<file path="config.mk">
export PLATFORM = sky130hd
export DESIGN_NAME = phys_reg_free_list
export DESIGN_NICKNAME = d
export VERILOG_FILES = /design/src/rtl/phys_reg_free_list.sv
export SDC_FILE = /design/constraint.sdc
export NUM_CORES = 1
export LEC_CHECK = 0
export CAP_MARGIN = 10
export CORE_MARGIN = 10
export CORE_UTILIZATION = 45
export CTS_CLUSTER_DIAMETER = 80
export DETAILED_ROUTE_END_ITERATION = 10
export MAX_ROUTING_LAYER = met4
export PLACE_DENSITY = 0.65
export SLEW_MARGIN = 20
export SYNTH_ARGS = -nofsm -noshare
export SYNTH_HDL_FRONTEND = slang
export SYNTH_SLANG_ARGS = --single-unit
</file>
<file path="constraint.sdc">
create_clock -name clk -period 7 [get_ports clk]
set_clock_uncertainty 0.05 [all_clocks]
set_input_delay 0.7 -clock clk [delete_from_list [all_inputs] [get_ports clk]]
set_output_delay 0.7 -clock clk [all_outputs]
set_load 0.01 [all_outputs]
</file>
<file path="src/rtl/phys_reg_free_list.sv">
// ---------------------------------------------------------------------------
// phys_reg_free_list
//   Circular FIFO of free physical-register tags sitting between ROB retire
//   (producer, up to two released tags per cycle) and rename (consumer, one
//   tag per cycle). An in_list bitmap mirrors FIFO membership so illegal
//   frees can be detected.
//
// Ports
//   clk, rstn                 clock (rising edge), async active-low reset
//   alloc_req                 rename wants a destination tag this cycle
//   alloc_valid / alloc_tag   head tag offered to rename
//   stall                     list empty, rename must hold
//   free0_valid / free0_tag   retire slot 0 release (older)
//   free1_valid / free1_tag   retire slot 1 release (younger)
//   free_count                tags currently in the list
//   err_dbl_free              sticky: a freed tag was already in the list
//   err_overflow              sticky: a push would exceed capacity
//
// Handshake: alloc_tag is a combinational peek of the FIFO head. When
// alloc_valid (= alloc_req & ~stall) is high, the pop happens at the next
// rising clk edge; rename consumes alloc_tag in that same cycle. There is no
// back-pressure on the free slots: every valid free is either accepted or
// dropped (with an error flag, unless the tag is 0).
// ---------------------------------------------------------------------------
module phys_reg_free_list #(
  parameter int NUM_PREG = 64,
  parameter int NUM_AREG = 32,
  localparam int TW = $clog2(NUM_PREG),
  localparam int CW = TW + 1
) (
  input  logic          clk,
  input  logic          rstn,
  input  logic          alloc_req,
  output logic          alloc_valid,
  output logic [TW-1:0] alloc_tag,
  output logic          stall,
  input  logic          free0_valid,
  input  logic [TW-1:0] free0_tag,
  input  logic          free1_valid,
  input  logic [TW-1:0] free1_tag,
  output logic [CW-1:0] free_count,
  output logic          err_dbl_free,
  output logic          err_overflow
);

  // Preg 0 is never in the list, so occupancy tops out one below NUM_PREG.
  localparam logic [CW-1:0] MAX_OCC   = CW'(NUM_PREG - 1);
  localparam int            RST_COUNT = NUM_PREG - NUM_AREG;

  logic [TW-1:0]       tag_mem [NUM_PREG];
  logic [TW-1:0]       head;
  logic [TW-1:0]       tail;
  logic [CW-1:0]       count;
  logic [NUM_PREG-1:0] in_list;

  logic          cand0, cand1;
  logic          new0, new1, dup1;
  logic          acc0, acc1;
  logic          dbl_hit, ovf_hit;
  logic [CW-1:0] space;
  logic [CW-1:0] need1;
  logic [1:0]    n_acc;
  logic [TW-1:0] wr1_ptr;

  assign alloc_tag   = tag_mem[head];
  assign stall       = (count == '0);
  assign alloc_valid = alloc_req & ~stall;
  assign free_count  = count;

  // Free-slot screening. Membership is judged on the pre-edge bitmap, so a
  // tag being popped this cycle still counts as "in the list".
  assign cand0 = free0_valid & (free0_tag != '0);
  assign cand1 = free1_valid & (free1_tag != '0);
  assign new0  = cand0 & ~in_list[free0_tag];
  // Same tag on both slots: the older slot wins, the younger is a double free.
  assign dup1  = cand0 & (free1_tag == free0_tag);
  assign new1  = cand1 & ~in_list[free1_tag] & ~dup1;

  // Room left after this cycle's pop; slot1 is the first to be squeezed out.
  assign space = MAX_OCC - count + {{(CW-1){1'b0}}, alloc_valid};
  assign need1 = acc0 ? CW'(2) : CW'(1);
  assign acc0  = new0 & (space >= CW'(1));
  assign acc1  = new1 & (space >= need1);

  assign dbl_hit = (cand0 & ~new0) | (cand1 & ~new1);
  assign ovf_hit = (new0 & ~acc0) | (new1 & ~acc1);

  assign n_acc   = {1'b0, acc0} + {1'b0, acc1};
  assign wr1_ptr = acc0 ? tail + TW'(1) : tail;

  always_ff @(posedge clk or negedge rstn) begin
    if (!rstn) begin
      for (int i = 0; i < NUM_PREG; i++) begin
        tag_mem[i] <= (i < RST_COUNT) ? TW'(NUM_AREG + i) : '0;
        in_list[i] <= (i >= NUM_AREG);
      end
      head         <= '0;
      tail         <= TW'(RST_COUNT);
      count        <= CW'(RST_COUNT);
      err_dbl_free <= 1'b0;
      err_overflow <= 1'b0;
    end else begin
      if (alloc_valid) begin
        head               <= head + TW'(1);
        in_list[alloc_tag] <= 1'b0;
      end
      // An accepted tag is never the popped tag (it was not in the list),
      // so these bitmap writes never collide with the clear above.
      if (acc0) begin
        tag_mem[tail]      <= free0_tag;
        in_list[free0_tag] <= 1'b1;
      end
      if (acc1) begin
        tag_mem[wr1_ptr]   <= free1_tag;
        in_list[free1_tag] <= 1'b1;
      end
      tail  <= tail + {{(TW-2){1'b0}}, n_acc};
      count <= count - {{(CW-1){1'b0}}, alloc_valid} + {{(CW-2){1'b0}}, n_acc};
      if (dbl_hit) err_dbl_free <= 1'b1;
      if (ovf_hit) err_overflow <= 1'b1;
    end
  end

endmodule
</file>
# After elaboration in Yosys (flattened, before gate mapping)
# Cells that the tools add are included.
[word_totals]
rom_bits = 0
mem_bits_rw = 0
latchBits = 0
mem_count = 0
register_bits = 469
word_cells = 156
in_bits = 17
[op_classes]
multipliers = 0
reduce_logical = 8
order_cmp = 13
n_mux = 26
n_shift = 0
eq_ne = 1
div_mod_pow = 0
n_addsub = 8
n_bitwise = 30
[op_table]
columns = ["op", "count"]
rows = [
  ["$bwmux 384", 2],
  ["$mux 384", 2],
  ["$mux 64", 3],
  ["$or 64x64->64", 2],
  ["$demux 6 s6", 2],
  ["$and 64x64->64", 1],
  ["$not 64->64", 1],
  ["$bmux 6 s6", 1],
  ["$mux 6", 5],
  ["$ge 7x7->1 const B", 3],
  ["$lt 6x7->1 const B", 3],
  ["$not 6->7", 3],
  ["$demux 1 s6", 3],
  ["$ge 6x1->1 const B", 3],
  ["$lt 7x1->1 const B", 2],
  ["$and 1x1->1", 13],
  ["$add 6x1->6 const B", 2],
  ["$bmux 1 s6", 2],
  ["$reduce_bool 6->1", 2],
  ["$not 1->1", 8],
  ["$add 7x1->7", 1],
  ["$add 7x2->7", 1],
  ["$ge 7x1->1 const B", 1],
  ["$ge 7x2->1", 1],
  ["other kinds (10)", 19],
]

# Longest topological paths before layout
# Gate-level depths: netlist of the first run.
[depth]
ltp_word = 15
mapped_depth = 35
ltp_nobuf = 33

# Worst setup path after synthesis of the first run
# Ideal clock, no wire load.
[synth_timing]
path_type = "flip-flop to flip-flop"
start = "reg count[3] (netlist: free_count[3])"
end = "reg count[6] (netlist: free_count[6])"
path_stages_with_launch = 36
arrival_time_ns = 5.829
path_buffers = 2
setup_slack_ns = 0.998
cell_sequence = "dfrtp_1 inv_1 ha_1 nand2_1 nor4_1 nor2b_1 clkbuf_1 ha_1 nor2b_1 mux2_1 a21oi_2 nor4_2 nor2_1 nand2_4 ha_1 nand2b_1 a2111o_1 nand2_4 clkinv_4 buf_6 ha_1 inv_1 ha_1 inv_1 ha_1 inv_1 fa_1 inv_1 a21oi_1 nor2_1 nor2_1 nor2_1 nor2_1 nor2_1 nor2_1 xnor2_1"
[synth_between]
elab_chain_len = 11
[synth_lines]
columns = ["element", "line", "text"]
rows = [
  ["start, declared", "53", "logic [CW-1:0] count;"],
  ["start signal, assigned", "99", "count <= CW'(RST_COUNT);"],
  ["start signal, assigned", "118", "count <= count - {{(CW-1){1'b0}}, alloc_valid} + {{(CW-2){1'b0}}, n_acc};"],
  ["$logic_not 7->1 *", "66", "assign stall = (count == '0);"],
  ["net stall", "36", "output logic stall,"],
  ["$not 1->1 *", "67", "assign alloc_valid = alloc_req & ~stall;"],
  ["$and 1x1->1 *", "67", ""],
  ["net alloc_valid", "34", "output logic alloc_valid,"],
  ["$add 7x1->7", "80", "assign space = MAX_OCC - count + {{(CW-1){1'b0}}, alloc_valid};"],
  ["$ge 7x1->1", "82", "assign acc0 = new0 & (space >= CW'(1));"],
  ["$and 1x1->1", "82", ""],
  ["$mux 2", "81", "assign need1 = acc0 ? CW'(2) : CW'(1);"],
  ["$ge 7x2->1", "83", "assign acc1 = new1 & (space >= need1);"],
  ["$and 1x1->1", "83", ""],
  ["$add 1x1->2", "88", "assign n_acc = {1'b0, acc0} + {1'b0, acc1};"],
  ["$add 7x2->7 *", "118", ""],
]
# The timed path passes the listed nets; every way through them passes the cells marked *.
# A chain may end at the register's enable or synchronous reset.

# Final worst setup path of the first run
[layout_timing]
start = "reg count[5] (netlist: free_count[5])"
end = "reg count[6] (netlist: free_count[6])"
[layout_between]
elab_chain_len = 11
[layout_lines]
columns = ["element", "line"]
rows = [
  ["branches (longest 10 deep; another with $sub 6x7->7)", "n/a"],
  ["$add 7x2->7 *", "118"],
]
# Mark *: on every way between the ends.

==> results of run 1 <==
cells by family (layout without fill, tap and decap cells):
family,after synthesis,in the layout,share of synthesized area (%)
adder cells (fa/ha/maj),22,22,0.994
AND/OR/NAND/NOR,296,296,5.88
AO/OA/AOI/OAI,289,289,9.81
flip-flops,469,469,40.8
other,0,1,0
XOR/XNOR,24,24,0.720
multiplexers,943,943,37.8
buffers and inverters,252,227,3.98
registers in the layout, summed over array words and instances (netlist names):
register and cells:
err_dbl_free 1, err_overflow 1, tail 6, in_list 64, head 6, free_count 7, tag_mem 384
worst min path at each step:
stage	start	to	slack, ns	cells after the start
after floorplan	rstn	err_dbl_free	0.35	0
after global placement	err_dbl_free	err_dbl_free	0.47	2
after detailed placement	in_list[16]	in_list[16]	0.45	1
after CTS	rstn	tag_mem[211]	0.18	1
after global routing	rstn	tag_mem[243]	0.21	1
final	rstn	tag_mem[243]	0.12	1
placed cells by master, fill, tap and decap left out, types with 6 or more instances in the layout:
cell type,count
mux2i_1,797
dfrtp_1,321
dfstp_2,146
mux4_2,125
nand3_1,72
o21ai_0,66
clkbuf_16,57
o221ai_1,54
nand2_1,53
buf_4,52
nor2_1,33
inv_1,28
clkdlybuf4s50_1,26
nand4_1,24
a21oi_1,21
a2111oi_4,20
a211oi_4,20
ha_1,20
mux2_2,17
xnor2_1,16
clkbuf_8,15
nor3_1,14
nor2b_1,13
clkbuf_1,13
a22oi_1,12
and3_1,11
or3_1,11
o211ai_2,11
nand3b_1,10
o22ai_1,10
inv_2,9
xor2_1,8
clkinv_2,8
nand2b_1,7
and2_1,7
nor3_2,7
o311ai_0,7
a21o_1,6
worst max-delay path, delay by kind of cell, from the launching register on:
kind            cells  cell delay [ns]
flops               1             0.55
xor+xnor            1             0.11
fa+ha+maj           7             1.95
mux                 1             0.37
simple gates       15             1.83
compound gates      3             0.73
buf+inv             6             0.49
final cells by class:
cell class | count | area, um^2
Fill cell | 5535 | 32400
Multi-Input combinational cell | 1574 | 16100
Sequential cell | 469 | 11900
Clock buffer | 85 | 1680
Tap cell | 855 | 1070
Timing Repair Buffer | 86 | 761
Clock inverter | 17 | 199
Inverter | 39 | 154
Antenna cell | 1 | 2.50
report_power, final:
part	total, W	internal [W]	leakage (nW)	switching [W]
sequential	0.00471	0.00385	5.74	0.000865
combinational	0.00477	0.00206	8.06	0.00271
clock	0.00298	0.00179	0.926	0.00119
total	0.0125	0.00769	14.7	0.00477
layer usage:
| layer | vias up | GRT usage, % | part of all wire (%) |
|---|---|---|---|
| met5 | - | - | 0 |
| met4 | 0 | 8.49 | 3.4 |
| met3 | 216 | 4.89 | 6.9 |
| met2 | 885 | 37.3 | 46 |
| met1 | 10815 | 33.5 | 44 |
| li1 | 8634 | - | - |
metrics by stage:
step | hold slack (ns) | setup slack, ns
after CTS | 0.183 | 0.784
after global routing | 0.210 | 0.202
after detailed placement | 0.453 | 0.629
after global placement | 0.467 | 0.715
after floorplan | 0.354 | 0.998
final | 0.115 | 0.803
==> run metrics, run 1 <==
vias in the first global route 21370; Num CTS Buffers 54; fin crit share about nine tenths; Tmin final 6.20 ns; Post-DP HPWL 59800 um; antenna-violating nets left 0; share of cells above drive strength 1 24.1%; Core Area ~64000 um^2; FF-to-FF Start free_count[5]; critical path's slowest cell dfstp_2; clock slew at reported path FFs approximately 0.060 ns; clock sinks 469; critical path's most frequent cell nor2_1; syn_nets 2334; Seq cells post-synth 469; Sum Neg Setup Slack 0 ns; cells after synthesis 2295; top post-synthesis cells by area dfrtp_1 28%, mux2i_1 27%, dfstp_2 13%, mux4_2 9.6%, a2111oi_4 1.9%; kind of critical path register to register; number of library cell types mapped by synthesis 98; 1st-iter DRT viols 2077; I/O pins 34; total routed wirelength a little over 90000 um; GP Congestion 0.943; Synth top area share 27.7%; TritonRoute pass-1 iters 6; Synth top cells by count 797 x mux2i_1, 323 x dfrtp_1, 146 x dfstp_2; final hold vios 0; CP max stage delay between 0.5 and 0.6 ns; worst slew pin tran 1.24 ns; Placement Cell Area 30000 um^2; largest net degree at the start of global routing 141; Initial Util 45.4%; DR vias 20550; Max FO, Critical Path 11; antenna violations before repair 1; final net count 2263; drt drc 0; Worst slew margin 16.6%; total gr overflow 0; postcts setup bufs 0; r2r endpoint free_count[6]; Die Y 275 um; CP startpoint kind register; cell taking the most area after synthesis dfrtp_1; final setup vio count 0; status complete, no violations; H-Tree Depth 2; Synth Area per Inst about 13 um^2; Leakage 14.7 nW; most frequent cell after synthesis mux2i_1; Port Buf Inserts 33; fmax 0.161 GHz; Setup crit end free_count[6]; reg2reg path depth 33; Tot GR Track Use 24.9%; clock buffer depth 3; cts repair resizes 0; Most used DFF post-synth dfrtp_1; Warnings, synthesis 0; global-route wire length before repair 141000 um; post-DR wirelength/cell between 20 and 30 um; Synth-to-Final Area Change 9.34%; Mapped Area 29200 um^2; crit path DAT 6.64 ns; Critical Path Source free_count[5]; Max IR drop VDD 187 uV; TritonCTS clock tree built; Finished Cell Area 31900 um^2; Max Cap Viol 0; RSZ-0062 raised after global routing no; number of flops mapped to enable cells by yosys 0; CTS root buffer clkbuf_16; pwr dens 390 nW/um^2; R2R Setup Slk about 0.8 ns; Slew Viols, Final 0; DR vias/cell around 6.6; die width about 270 um; CTS Hold Bufs 0; Power, Total around 0.012 W; Site Rows 93; non-filler cells, final around 3100; Req. time, crit path 7.44 ns; CP endpoint kind register; register area share after synthesis 40.8%; clk_lat worst skew 0.61 ns; class of the worst hold path input pin to asynchronous set/reset pin; Die Area 75500 um^2; dpl cells 3023; fin util 49.6%; asr flop ratio synth 100%
Power figures use the tool's default switching activity.
==> run 2: changes to the inputs <==
CORE_MARGIN = 4   (was 10)
==> run metrics, run 2 (synthesis gave the netlist of run 1 again) <==
Largest delay share family, worst path adder cells; total gr overflow 0 (unchanged); clock buffer depth 3 (unchanged); clk_lat worst skew 0.62 ns (about the same); R2R Setup Slk 0.95 ns (+0.15 ns); antenna-violating nets left 0 (unchanged); Die Area 69000 um^2 (-8.5%); TritonCTS clock tree built; Core Area 64300 um^2 (unchanged); worst setup margin 0.952 ns (+0.148 ns); reg2reg path depth 33 (unchanged); area of the multi-input gates 16100 um^2 (about the same); DR vias/cell 6.53 (-0.64%); 1st-iter DRT viols 1806 (-13%); Die Y 263 um (-4.4%); critical path's slowest cell dfstp_2; r2r endpoint free_count[6]; sum of buffers and inverters on the critical path 6 (unchanged); Largest register FFs 384 (unchanged); FF-to-FF Start free_count[5]; Post-DP HPWL 59300 um (-0.87%); Power, Total 0.0124 W (-0.70%); Num CTS Buffers 54 (unchanged); I/O pins 34 (unchanged); Initial Util 45.4% (unchanged); worst slew pin tran 1.18 ns (-0.0597 ns); pwr dens 388 nW/um^2 (-0.57%); fin util 49.5% (-0.068 points); RSZ-0062 raised after global routing no; clock slew at reported path FFs 0.06 ns (about the same); H-Tree Depth 2 (unchanged); postcts setup bufs 0 (unchanged); Max Cap Viol 0 (unchanged); TritonRoute pass-1 iters 6 (unchanged); post-DR wirelength/cell 29.5 um (+0.74%); CTS Hold Bufs 0 (unchanged); Sum Neg Setup Slack 0 ns (unchanged); CTS root buffer clkbuf_16; final setup vio count 0 (unchanged); Tmin final 6.05 ns (-0.148 ns); crit path DAT 6.49 ns (-0.15 ns); fmax 0.165 GHz (+2.5%); die width 263 um (-4.4%); drt drc 0 (unchanged); status complete, no violations; antenna violations before repair 1 (unchanged); cts repair resizes 0 (unchanged); CP endpoint kind register; Max FO, Critical Path 11 (unchanged); CP startpoint kind register; vias in the first global route 21115 (-1.2%); storage element area 11900 um^2 (about the same); commonest cells after routing, fill and taps aside 797 x mux2i_1, 320 x dfrtp_1, 146 x dfstp_2; critical path's most frequent cell nor2_1; kind of critical path register to register; Port Buf Inserts 33 (unchanged); final hold vios 0 (unchanged); total routed wirelength 92400 um (+0.77%); Site Rows 93 (unchanged); largest net degree at the start of global routing 156 (+11%); Leakage 14.7 nW (about the same); Worst slew margin 21.2% (+4.6 points); most common cell after layout, fill and taps aside mux2i_1; GP Congestion 0.919 (-2.6%); clock sinks 469 (unchanged); FILL cells 5573 (+0.69%); CP max stage delay 0.55 ns (about the same); Slew Viols, Final 0 (unchanged); Synth-to-Final Area Change 9.19%; DR vias 20425 (-0.61%); final net count 2263 (unchanged); Max IR drop VDD 243 uV (+30%); fin crit share 86.4% (-2.1 points); class of the worst hold path input pin to asynchronous set/reset pin; share of cells above drive strength 1 24.4% (+0.31 points); Req. time, crit path 7.44 ns (about the same); DP Worst Slack 0.733 ns (+0.104 ns); Tot GR Track Use 27.1% (+2.2 points); Top reg by flops tag_mem; global-route wire length before repair 142000 um (+0.87%)
[run 2: cell count changes in the layout (fill, tap and decap cells not counted), sizes merged]
cell | before | now
bufinv | 4 | 3
clkinv | 11 | 17
inv | 39 | 40
clkbuf | 85 | 79
diode | 1 | 2
[run 2: cell type report]
cell class | count | area share [%]
diodes | 2 | 0.0157
clock buffers | 79 | 5.04
clock inverters | 23 | 0.671
inverters | 39 | 0.483
multi-input cells | 1574 | 50.6
flip-flops and latches | 469 | 37.4
well taps | 855 | 3.36
repair buffers | 86 | 2.41
[run 2: routing by layer]
layer,wire (um),global-route usage [%],vias up
li1,-,-,8652
met4,3640,9.42,0
met1,41100,38.2,10754
met3,5830,4.58,216
met2,41800,40.0,803
met5,0,-,-
[run 2: how the worst max path moves through the flow]
stage             startpoint            end  slack [ns]  cells after the start
3_5_place_dp       alloc_req  free_count[6]        0.73                     30
2_1_floorplan  free_count[3]  free_count[6]         1.0                     35
5_1_grt        free_count[2]  free_count[6]        0.40                     33
3_3_place_gp       alloc_req  free_count[6]        0.80                     30
6_report       free_count[5]  free_count[6]        0.95                     33
4_1_cts        free_count[5]  free_count[6]        0.94                     33
[run 2: stage by stage]
| stage | hold slack, ns | instance area (um^2) | std cells |
|---|---|---|---|
| floorplan | 0.354 | 29200 | 2295 |
| global placement | 0.454 | 30000 | 3022 |
| detailed placement | 0.450 | 30000 | 3022 |
| CTS | 0.139 | 31900 | 3124 |
| global route | 0.176 | 31900 | 3126 |
| finish | 0.121 | 31900 | 3127 |
[run 2: power breakdown]
| part | leakage [nW] | internal [W] | switching [W] |
|---|---|---|---|
| registers | 5.74 | 0.00384 | 0.000891 |
| clock network | 0.908 | 0.00170 | 0.00120 |
| logic | 8.06 | 0.00207 | 0.00267 |
| total | 14.7 | 0.00761 | 0.00477 |
